File: src/rtl/cordic_mac_pkg.sv
// cordic_mac_pkg: shared FSM state type and default sizing for the CORDIC MAC unit.
package cordic_mac_pkg;
    localparam int DW_DEF = 8;
    localparam int AW_DEF = 16;
    localparam int N_ITER = DW_DEF;
    typedef enum logic [1:0] {IDLE, ITER, ACC, DONE} mac_state_t;
endpackage

File: src/rtl/mac_sat_add.sv
// mac_sat_add: AW-bit accumulate adder with carry-out.
// MAC_SAT_EN clamps the sum to all-ones on carry; otherwise it wraps and carry reads 0.
module mac_sat_add #(
    parameter int AW = 16
) (
    input  logic [AW-1:0] a_i,
    input  logic [AW-1:0] b_i,
    output logic [AW-1:0] sum_o,
    output logic          co_o
);
`ifdef MAC_SAT_EN
    logic [AW-1:0] raw;
    assign {co_o, raw} = a_i + b_i;
    assign sum_o = co_o ? '1 : raw;
`else
    assign sum_o = a_i + b_i;
    assign co_o  = 1'b0;
`endif
endmodule

File: src/rtl/cordic_mac_unit.sv
// cordic_mac_unit: start/stop MAC responder, linear-CORDIC shift-add multiply into an accumulator.
// Optional MAC_SAT_EN: saturating accumulate with sticky ovf (see mac_sat_add).
module cordic_mac_unit
    import cordic_mac_pkg::*;
#(
    parameter int DW = DW_DEF,
    parameter int AW = AW_DEF
) (
    input  logic                   clk,
    input  logic                   rst_n,
    input  logic                   start,
    input  logic                   acc_clr,
    input  logic [DW-1:0]          a_in,
    input  logic [DW-1:0]          w_in,
    output logic [$clog2(DW)-1:0]  counter,
    output logic                   busy,
    output logic                   stop,
    output logic [AW-1:0]          Zn,
    output logic [AW-1:0]          C,
    output logic                   ovf
);
    localparam int CW = $clog2(DW);
    mac_state_t    state_q;
    logic [DW-1:0] a_q, w_q;
    logic [AW-1:0] y_q, zn_q, c_q, c_d, acc_base;
    logic [CW-1:0] counter_q;
    logic          busy_q, stop_q, ovf_q, ovf_d, co;
    // Clear takes effect before the add, so a cleared ACC edge loads just the product.
    assign acc_base = acc_clr ? '0 : c_q;
    assign ovf_d    = !acc_clr && (ovf_q || co);
    mac_sat_add #(.AW(AW)) u_add (
        .a_i  (acc_base),
        .b_i  (y_q),
        .sum_o(c_d),
        .co_o (co)
    );
    always_ff @(posedge clk or negedge rst_n) begin
        if (!rst_n) begin
            state_q   <= IDLE;
            a_q       <= '0;
            w_q       <= '0;
            y_q       <= '0;
            zn_q      <= '0;
            c_q       <= '0;
            counter_q <= '0;
            busy_q    <= 1'b0;
            stop_q    <= 1'b0;
            ovf_q     <= 1'b0;
        end else begin
            stop_q <= 1'b0;
            if (acc_clr && state_q != ACC) begin
                c_q   <= '0;
                ovf_q <= 1'b0;
            end
            case (state_q)
                IDLE, DONE: begin
                    if (start) begin
                        a_q       <= a_in;
                        w_q       <= w_in;
                        y_q       <= '0;
                        counter_q <= CW'(DW - 1);
                        busy_q    <= 1'b1;
                        state_q   <= ITER;
                    end else begin
                        state_q <= IDLE;
                    end
                end
                ITER: begin
                    if (w_q[counter_q])
                        y_q <= y_q + (AW'(a_q) << counter_q);
                    if (counter_q == '0)
                        state_q <= ACC;
                    else
                        counter_q <= counter_q - 1'b1;
                end
                ACC: begin
                    zn_q    <= y_q;
                    c_q     <= c_d;
                    ovf_q   <= ovf_d;
                    busy_q  <= 1'b0;
                    stop_q  <= 1'b1;
                    state_q <= DONE;
                end
            endcase
        end
    end
    assign counter = counter_q;
    assign busy    = busy_q;
    assign stop    = stop_q;
    assign Zn      = zn_q;
    assign C       = c_q;
    assign ovf     = ovf_q;
endmodule

File: config.mk
export PLATFORM = sky130hd
export DESIGN_NAME = cordic_mac_unit
export DESIGN_NICKNAME = d
export VERILOG_FILES = /design/src/rtl/cordic_mac_pkg.sv /design/src/rtl/mac_sat_add.sv /design/src/rtl/cordic_mac_unit.sv
export SDC_FILE = /design/constraint.sdc
export NUM_CORES = 1
export LEC_CHECK = 0
export CAP_MARGIN = 10
export CORE_AREA = 5 5 96 98
export DETAILED_ROUTE_END_ITERATION = 7
export DIE_AREA = 0 0 101 103
export GPL_TIMING_DRIVEN = 0
export PLACE_DENSITY = 0.83
export SLEW_MARGIN = 40
export SYNTH_ARGS = -nofsm -noshare
export SYNTH_HDL_FRONTEND = slang
export SYNTH_HIERARCHICAL = 1
export SYNTH_SLANG_ARGS = --single-unit
File: constraint.sdc
create_clock -name clk -period 7.09 [get_ports clk]
set_input_delay 1.0635 -clock clk [delete_from_list [all_inputs] [get_ports clk]]
set_output_delay 1.0635 -clock clk [all_outputs]
set_load 0.03 [all_outputs]
==> implementation parameters, run 1 <==
Parameter                              Value

Power
  Leak ... 2.68 nW
  Combinational Power Share ... 58.6%
  Sw power ... 0.00109 W
  Cell area power density ... 416 nW/um^2
  Total power ... 0.00239 W
  Clock power share ... 14.1%
  P_int ... 0.00130 W
  Switching Share ... 45.5%
  Worst IR Drop VDD ... 286 uV
  Sequential power share ... 27.3%

Placed design
  Detailed Place HPWL ... 8830 um
  Post-placement setup slack ... 3.08 ns
  Placer congestion estimate ... 0.924
  Count of port buffers added during placement ... 57
  Cell area after placement ... 5540 um^2

Synth
  Multiplexer share of the synthesized area ... 15.2%
  Sequential-to-total area share from yosys stat ... 37.4%
  Most instantiated flip-flop cell in the synthesis netlist ... dfrtp_1
  Net count after synthesis ... 535
  Post-synth cell types ... 72
  Post-synth EDFFs ... 0
  Post-synthesis instance total ... 479
  Main combinational cell family by area after synthesis ... compound AO/OA/AOI/OAI gates
  Async set-reset flop share out of synthesis ... 100%
  Simple-gate portion of the synthesized area ... 13.8%
  Compound-cell area share of the yosys netlist ... 17.4%
  Post-synthesis adder-cell area fraction ... 9.67%
  Synthesized cell area ... 4810 um^2
  Mean Syn Cell Area ... 10.0 um^2
  Count of warnings emitted by yosys ... 6
  Register bit count reported by yosys ... 72
  Fraction of synthesized cell area in xor and xnor cells ... 3.09%

Clock tree
  TritonCTS buffer count ... 9
  CTS hold repair buffers ... 0
  Root buffer selected by CTS ... clkbuf_8
  Insertion delay of the later-clocked pin in the worst-skew pair ... 0.36 ns
  Post-CTS Setup Repair Bufs ... 0
  TritonCTS Sinks ... 72
  Post-CTS sizing ... 0
  Clock Path Buffers ... 2
  TritonCTS clock tree ... built
  Clk pin slew, worst setup/hold paths ... 0.09 ns
  Number of levels the H-tree was split into ... 3

STA
  Final slew viol count ... 0
  Minimum setup slack in the final design ... 3.36 ns
  Final critical path time including I/O delays and setup ... 3.73 ns
  Slew at the pin closest to its max-slew limit ... 0.756 ns
  Relative slew slack ... 49.6%
  Share of the clock period used by the worst path ... 52.6%
  Highest clock rate ... 268 MHz
  Total negative slack ... 0 ns
  Hold Fails Final Rpt ... 0
  Number of failing setup endpoints in the final timing report ... 0
  Unrepaired setup endpoints after global routing ... false
  Largest clock skew in the final design ... 0.0144 ns

Critical path
  Critical path start-end classification ... register to register
  Worst endpoint data arrival time ... 3.95 ns
  Peak fanout along the critical path ... 10
  Required @ worst endpoint ... 7.32 ns
  Startpoint of the worst register-to-register path ... counter[0]$_DFFE_PN0P_
  Startpoint of the worst setup timing path ... counter[0]$_DFFE_PN0P_
  Startpoint types ... register
  Type of element capturing the critical path ... register

Layout
  Area added between synthesis and finish ... 19.3%
  Share of post-route cells with drive strength above 1 ... 18.3%
  Most common library cell in the layout ignoring fill and taps ... dfrtp_1
  Ant. Diodes ... 0
  Commonest cells after routing, fill and taps aside ... dfrtp_1 (72), clkdlybuf4s50_1 (56), nand2_1 (51), mux2_2 (51), a21oi_1 (35)
  Post-route cell area ... 5740 um^2
  Final net count ... 604

Global routing
  Maximum number of pins on one net before global-route repair ... 38
  Gr ovfl total ... 0
  Combined global-route utilization of all metal layers ... 23.8%
  Global-route wire length before repair ... 19700 um
  Vias in the first global route ... 4075
  Number of antenna violations at the first check in global routing ... 0

Route
  # DRC ... 0
  DRT Pass-1 Iters ... 4
  Final antenna-violating net count ... 0
  Total wire length ... 11600 um
  Number of DRC markers in iteration 0 ... 250
  Routed length per instance ... 17.5 um
  Via count ... 3968
  Vias per cell ... 6.00

Worst hold path
  Min-delay src ... w_q[0]$_DFFE_PN0P_
  Hold Path Class ... register to register

Die
  Number of rows created at floorplan ... 34
  Width of the chip ... 101 um
  Vertical die dimension ... 103 um
  Placeable core region ... 8380 um^2
  Die area ... 10400 um^2
  IO Pins ... 58
  Starting Density ... 57.4%

Run
  Max-cap check violation count ... 0

Run status
  Run status ... finished, final reports clean
==> power groups by stage <==
stage,sequential (W),combinational [W],clock [W]
after CTS,0.000651,0.00139,0.000341
after floorplan,0.000736,0.000911,0
final,0.000651,0.00140,0.000336
after global placement,0.000649,0.00134,0
after global routing,0.000670,0.00154,0.000360
after detailed placement,0.000658,0.00138,0
==> routing by layer <==
layer / track usage, % / share of wire, % / up-vias
met5: 0 / 0 / -
met4: 8.28 / 2.0 / 0
met3: 4.06 / 4.7 / 22
met2: 41.4 / 50 / 105
met1: 30.1 / 44 / 1948
li1: - / - / 1893
==> per-stage QoR <==
step	hold WS (ns)	util [%]	instances
final	0.510	68.5	661
after global routing	0.526	68.5	661
after CTS	0.511	68.5	661
after detailed placement	0.490	66.1	645
after global placement	0.481	65.8	644
after floorplan	0.472	-	479
==> kinds of logic after synthesis <==
group | after synthesis
xor+xnor | 17
other cells | 1
fa+ha+maj | 36
buf+inv | 34
mux | 64
simple gates | 131
flops | 72
compound gates | 124
==> sequential cells by signal, indices dropped and copies added (netlist names) <==
name	count
Zn	16
ovf	1
state_q	2
C	16
w_q	8
busy	1
stop	1
counter	3
y_q	16
a_q	8
==> Yosys cell counts (2+ instances only) <==
| library cell | number | area [um^2] |
|---|---|---|
| buf_1 | 2 | 7.51 |
| inv_1 | 10 | 37.5 |
| o21a_1 | 4 | 30.0 |
| a31oi_1 | 3 | 18.8 |
| o2111a_1 | 2 | 22.5 |
| a21o_1 | 7 | 52.6 |
| nor2_1 | 20 | 75.1 |
| mux2_2 | 51 | 574 |
| o22ai_1 | 4 | 25.0 |
| nand4_1 | 3 | 18.8 |
| inv_2 | 2 | 7.51 |
| clkbuf_1 | 9 | 33.8 |
| nand2_1 | 51 | 191 |
| mux2_4 | 3 | 45.0 |
| a221o_1 | 4 | 40.0 |
| and2_1 | 3 | 18.8 |
| o21ai_2 | 2 | 17.5 |
| a211o_1 | 2 | 17.5 |
| o21ai_0 | 21 | 105 |
| dfrtp_1 | 72 | 1800 |
| o41ai_1 | 2 | 17.5 |
| nor3_1 | 2 | 10.0 |
| buf_4 | 3 | 22.5 |
| nor3_2 | 4 | 40.0 |
| xnor2_1 | 8 | 70.1 |
| nor2b_1 | 18 | 113 |
| buf_2 | 6 | 30.0 |
| mux2i_1 | 8 | 80.1 |
| o211ai_2 | 2 | 25.0 |
| nand3_1 | 13 | 65.1 |
| o21ai_1 | 5 | 25.0 |
| o211ai_1 | 6 | 45.0 |
| o31ai_1 | 5 | 37.5 |
| a21oi_1 | 35 | 175 |
| xor2_1 | 9 | 78.8 |
| o21bai_1 | 2 | 15.0 |
| a2111o_1 | 3 | 33.8 |
| ha_1 | 34 | 425 |
| and3_1 | 4 | 25.0 |
| or2_2 | 2 | 12.5 |
| fa_1 | 2 | 40.0 |
==> cell type report <==
type | instances | area [um^2]
Timing Repair Buffer | 58 | 592
Buffer | 21 | 105
Tap cell | 108 | 135
Clock buffer | 9 | 124
Multi-Input combinational cell | 373 | 2860
Clock inverter | 7 | 77.6
Inverter | 13 | 48.8
Sequential cell | 72 | 1800
Fill cell | 673 | 2640
==> worst max-delay path, stage by stage, from the launching register on <==
cell	delay [ns]
dfrtp_1	0.38
buf_6	0.16
clkbuf_1	0.39
mux2_2	0.41
nand2_1	0.07
o21ai_0	0.11
a21bo_2	0.24
ha_1	0.26
clkbuf_1	0.19
a21o_1	0.23
a221o_1	0.32
a21oi_1	0.37
a221oi_1	0.14
a311o_1	0.34
==> final timing paths <==
check / endpoint / slack, ns / depth (start not counted)
max: y_q[15]$_DFFE_PN0P_ / 3.36 / 13
min: w_q[0]$_DFFE_PN0P_ / 0.51 / 1
max reg2reg: y_q[15]$_DFFE_PN0P_ / 3.36 / 13
min reg2reg: w_q[0]$_DFFE_PN0P_ / 0.51 / 1
max in group asynchronous: a_q[4]$_DFFE_PN0P_ / 5.99 / 2
min in group asynchronous: Zn[3]$_DFFE_PN0P_ / 0.59 / 1
(Power assumes the default switching activity.)
==> inputs of run 2 (changes only) <==
CORE_AREA = 5 5 98 100   (was 5 5 96 98)
DIE_AREA = 0 0 103 105   (was 0 0 101 103)
PLACE_DENSITY = 0.8   (was 0.83)
clock period = 3.5 ns   (was 7.09 ns; I/O delays follow)
==> run 2 against run 1 <==
  * First-iteration DRC count down 5.6%
  * Largest power group unchanged
  * Critical endpoint unchanged
  * Power up 110%
  * Non-clock buffer count up 1
  * Clock-buffer cell count unchanged
  * Wire length down 1.9%
  * Final cell count up 0.15%
  * Via count down 0.30%
  * Worst setup slack worse by 3.2 ns
==> implementation parameters, run 2 (synthesized netlist as in run 1, its figures left out) <==
Parameter                              Value

Run status
  Run status ... finished, final reports clean

Clock tree
  TritonCTS Sinks ... 72
  Clk pin slew, worst setup/hold paths ... 0.09 ns
  TritonCTS buffer count ... 9
  Clock Path Buffers ... 2
  Root buffer selected by CTS ... clkbuf_8
  TritonCTS clock tree ... built
  Number of levels the H-tree was split into ... 3
  Insertion delay of the later-clocked pin in the worst-skew pair ... 0.35 ns

Route
  Routed length per instance ... 17.1 um
  Routed wire length on met2 ... 5720 um
  Number of DRC markers in iteration 0 ... 236
  Via count ... 3956
  Total wire length ... 11300 um
  # DRC ... 0
  Highest metal layer with signal wires ... met4
  Final antenna-violating net count ... 0
  DRT Pass-1 Iters ... 7
  Post-route met1 wirelength ... 4880 um
  Wire length on met3 ... 590 um
  Vias per cell ... 5.98

Placed design
  Placer congestion estimate ... 0.916
  Detailed Place HPWL ... 8670 um
  Count of port buffers added during placement ... 57
  Number of cells after detailed placement ... 645
  Cell area after placement ... 5550 um^2

Worst hold path
  Hold Path Class ... register to register

Run
  Max-cap check violation count ... 0

STA
  Share of the clock period used by the worst path ... 94.0%
  Final critical path time including I/O delays and setup ... 3.29 ns
  Hold Fails Final Rpt ... 0
  Largest clock skew in the final design ... 0.0128 ns
  Number of failing setup endpoints in the final timing report ... 0
  Final slew viol count ... 0
  Total negative slack ... 0 ns
  Relative slew slack ... 51.1%
  Slew at the pin closest to its max-slew limit ... 0.734 ns
  Highest clock rate ... 304 MHz
  Unrepaired setup endpoints after global routing ... false

Critical path
  FF-to-FF End ... y_q[15]$_DFFE_PN0P_
  Cell chain of the critical path ... buf_6, mux2_2, o21ai_0, or2_2, a21bo_2, ha_1, a21o_1, a221o_1, a21oi_4, a221oi_1, a311o_1
  Critical path destination ... y_q[15]$_DFFE_PN0P_
  Crit path buffers/inverters ... 1
  Critical path start-end classification ... register to register
  Startpoint of the worst register-to-register path ... counter[0]$_DFFE_PN0P_
  Startpoint of the worst setup timing path ... counter[0]$_DFFE_PN0P_
  Worst endpoint data arrival time ... 3.52 ns
  R2R setup slack ... 0.21 ns
  Critical-path cell with the highest stage delay ... dfrtp_1
  Required @ worst endpoint ... 3.73 ns
  Cell depth of the worst flop-to-flop path ... 11
  Startpoint types ... register
  Type of element capturing the critical path ... register
  Slowest Stage Delay on Critical Path ... 0.38 ns
  Cell family with most CP delay ... compound AO/OA/AOI/OAI gates
  Peak fanout along the critical path ... 8
  Path length in cells of the critical path ... 11

Global routing
  Number of antenna violations at the first check in global routing ... 0
  Gr ovfl total ... 0
  Maximum number of pins on one net before global-route repair ... 61
  Global-route wire length before repair ... 19100 um
  Vias in the first global route ... 3920
  Combined global-route utilization of all metal layers ... 21.9%

Die
  Placeable core region ... 8590 um^2
  Number of rows created at floorplan ... 34
  Starting Density ... 56.0%
  Die area ... 10800 um^2
  Vertical die dimension ... 105 um
  IO Pins ... 58
  Width of the chip ... 103 um

Power
  Cell area power density ... 847 nW/um^2
  Sw power ... 0.00219 W
  Switching Share ... 44.6%
  P_int ... 0.00272 W
  Sequential power share ... 26.7%
  Combinational Power Share ... 58.2%
  Clock power share ... 15.1%
  Leak ... 2.71 nW
  Worst IR Drop VDD ... 466 uV

Layout
  Area added between synthesis and finish ... 20.4%
  Ant. Diodes ... 0
  Final instance count without filler cells ... 662
  Layout filler cell count ... 666
  Commonest cells after routing, fill and taps aside ... dfrtp_1 (72), clkdlybuf4s50_1 (56), nand2_1 (51), mux2_2 (51)
  Share of post-route cells with drive strength above 1 ... 18.8%
  Post-route cell area ... 5790 um^2
  Most common library cell in the layout ignoring fill and taps ... dfrtp_1
  Final net count ... 605
run 2: cell types whose count changed in the layout (fill, tap and decap cells not counted), sizes merged:
| cell | previous run | this run |
|---|---|---|
| dlygate4sd3 | 0 | 1 |
| clkbuf | 18 | 17 |
| buf | 14 | 15 |
| bufinv | 1 | 2 |
| inv | 14 | 13 |
run 2: how the worst min path moves through the flow:
stage,from,to,depth (start not counted)
2_1_floorplan,rst_n,C[0]$_DFFE_PN0P_,0
3_3_place_gp,ovf$_DFFE_PN0P_,ovf$_DFFE_PN0P_,2
3_5_place_dp,rst_n,Zn[5]$_DFFE_PN0P_,1
4_1_cts,ovf$_DFFE_PN0P_,ovf$_DFFE_PN0P_,2
5_1_grt,w_q[3]$_DFFE_PN0P_,w_q[3]$_DFFE_PN0P_,1
6_report,ovf$_DFFE_PN0P_,ovf$_DFFE_PN0P_,2
run 2: metrics by stage:
stage	setup WS (ns)	power, W	hold WS, ns	util (%)
after CTS	0.0253	0.00490	0.513	67.3
after global routing	0.0432	0.00525	0.531	67.4
after detailed placement	-0.137	0.00414	0.356	64.6
final	0.211	0.00491	0.508	67.4
after global placement	-0.498	0.00404	0.481	64.2
after floorplan	0.129	0.00334	0.229	-
run 2: what timing repair did:
| action | CTS | global route |
|---|---|---|
| cloned | 0 | 0 |
| buffers inserted | 0 | 1 |
| endpoints found under the hold margin | 12 | 0 |
| hold buffers | 1 | 0 |
| gates resized for setup | 1 | 3 |
| endpoints found under the setup margin | 2 | 2 |
run 2: worst min-delay path: stages (launching register included):
cell     delay (ns)
dfrtp_1        0.36
a21oi_1        0.04
nor2_1         0.07
run 2: final cells by class:
type | count | area [um^2] | share of cell area [%]
Clock inverter | 7 | 95.1 | 1.64
Timing Repair Buffer | 60 | 617 | 10.6
Clock buffer | 9 | 124 | 2.14
Buffer | 20 | 105 | 1.81
Sequential cell | 72 | 1800 | 31.1
Multi-Input combinational cell | 373 | 2870 | 49.5
Inverter | 13 | 48.8 | 0.842
Tap cell | 108 | 135 | 2.33
run 2: power by group through the flow:
stage               combinational [W]  clock [W]  sequential [W]
detailed placement            0.00281          0         0.00133
CTS                           0.00283   0.000758         0.00131
floorplan                     0.00185          0         0.00149
global route                  0.00310   0.000789         0.00136
finish                        0.00285   0.000741         0.00131
global placement              0.00272          0         0.00131
run 2: routing by layer:
metal  vias up  global-route usage, %
li1       1895                      -
met1      1910                   28.7
met2       129                   36.9
met3        22                   4.46
met4         0                   5.55
met5         -                      0
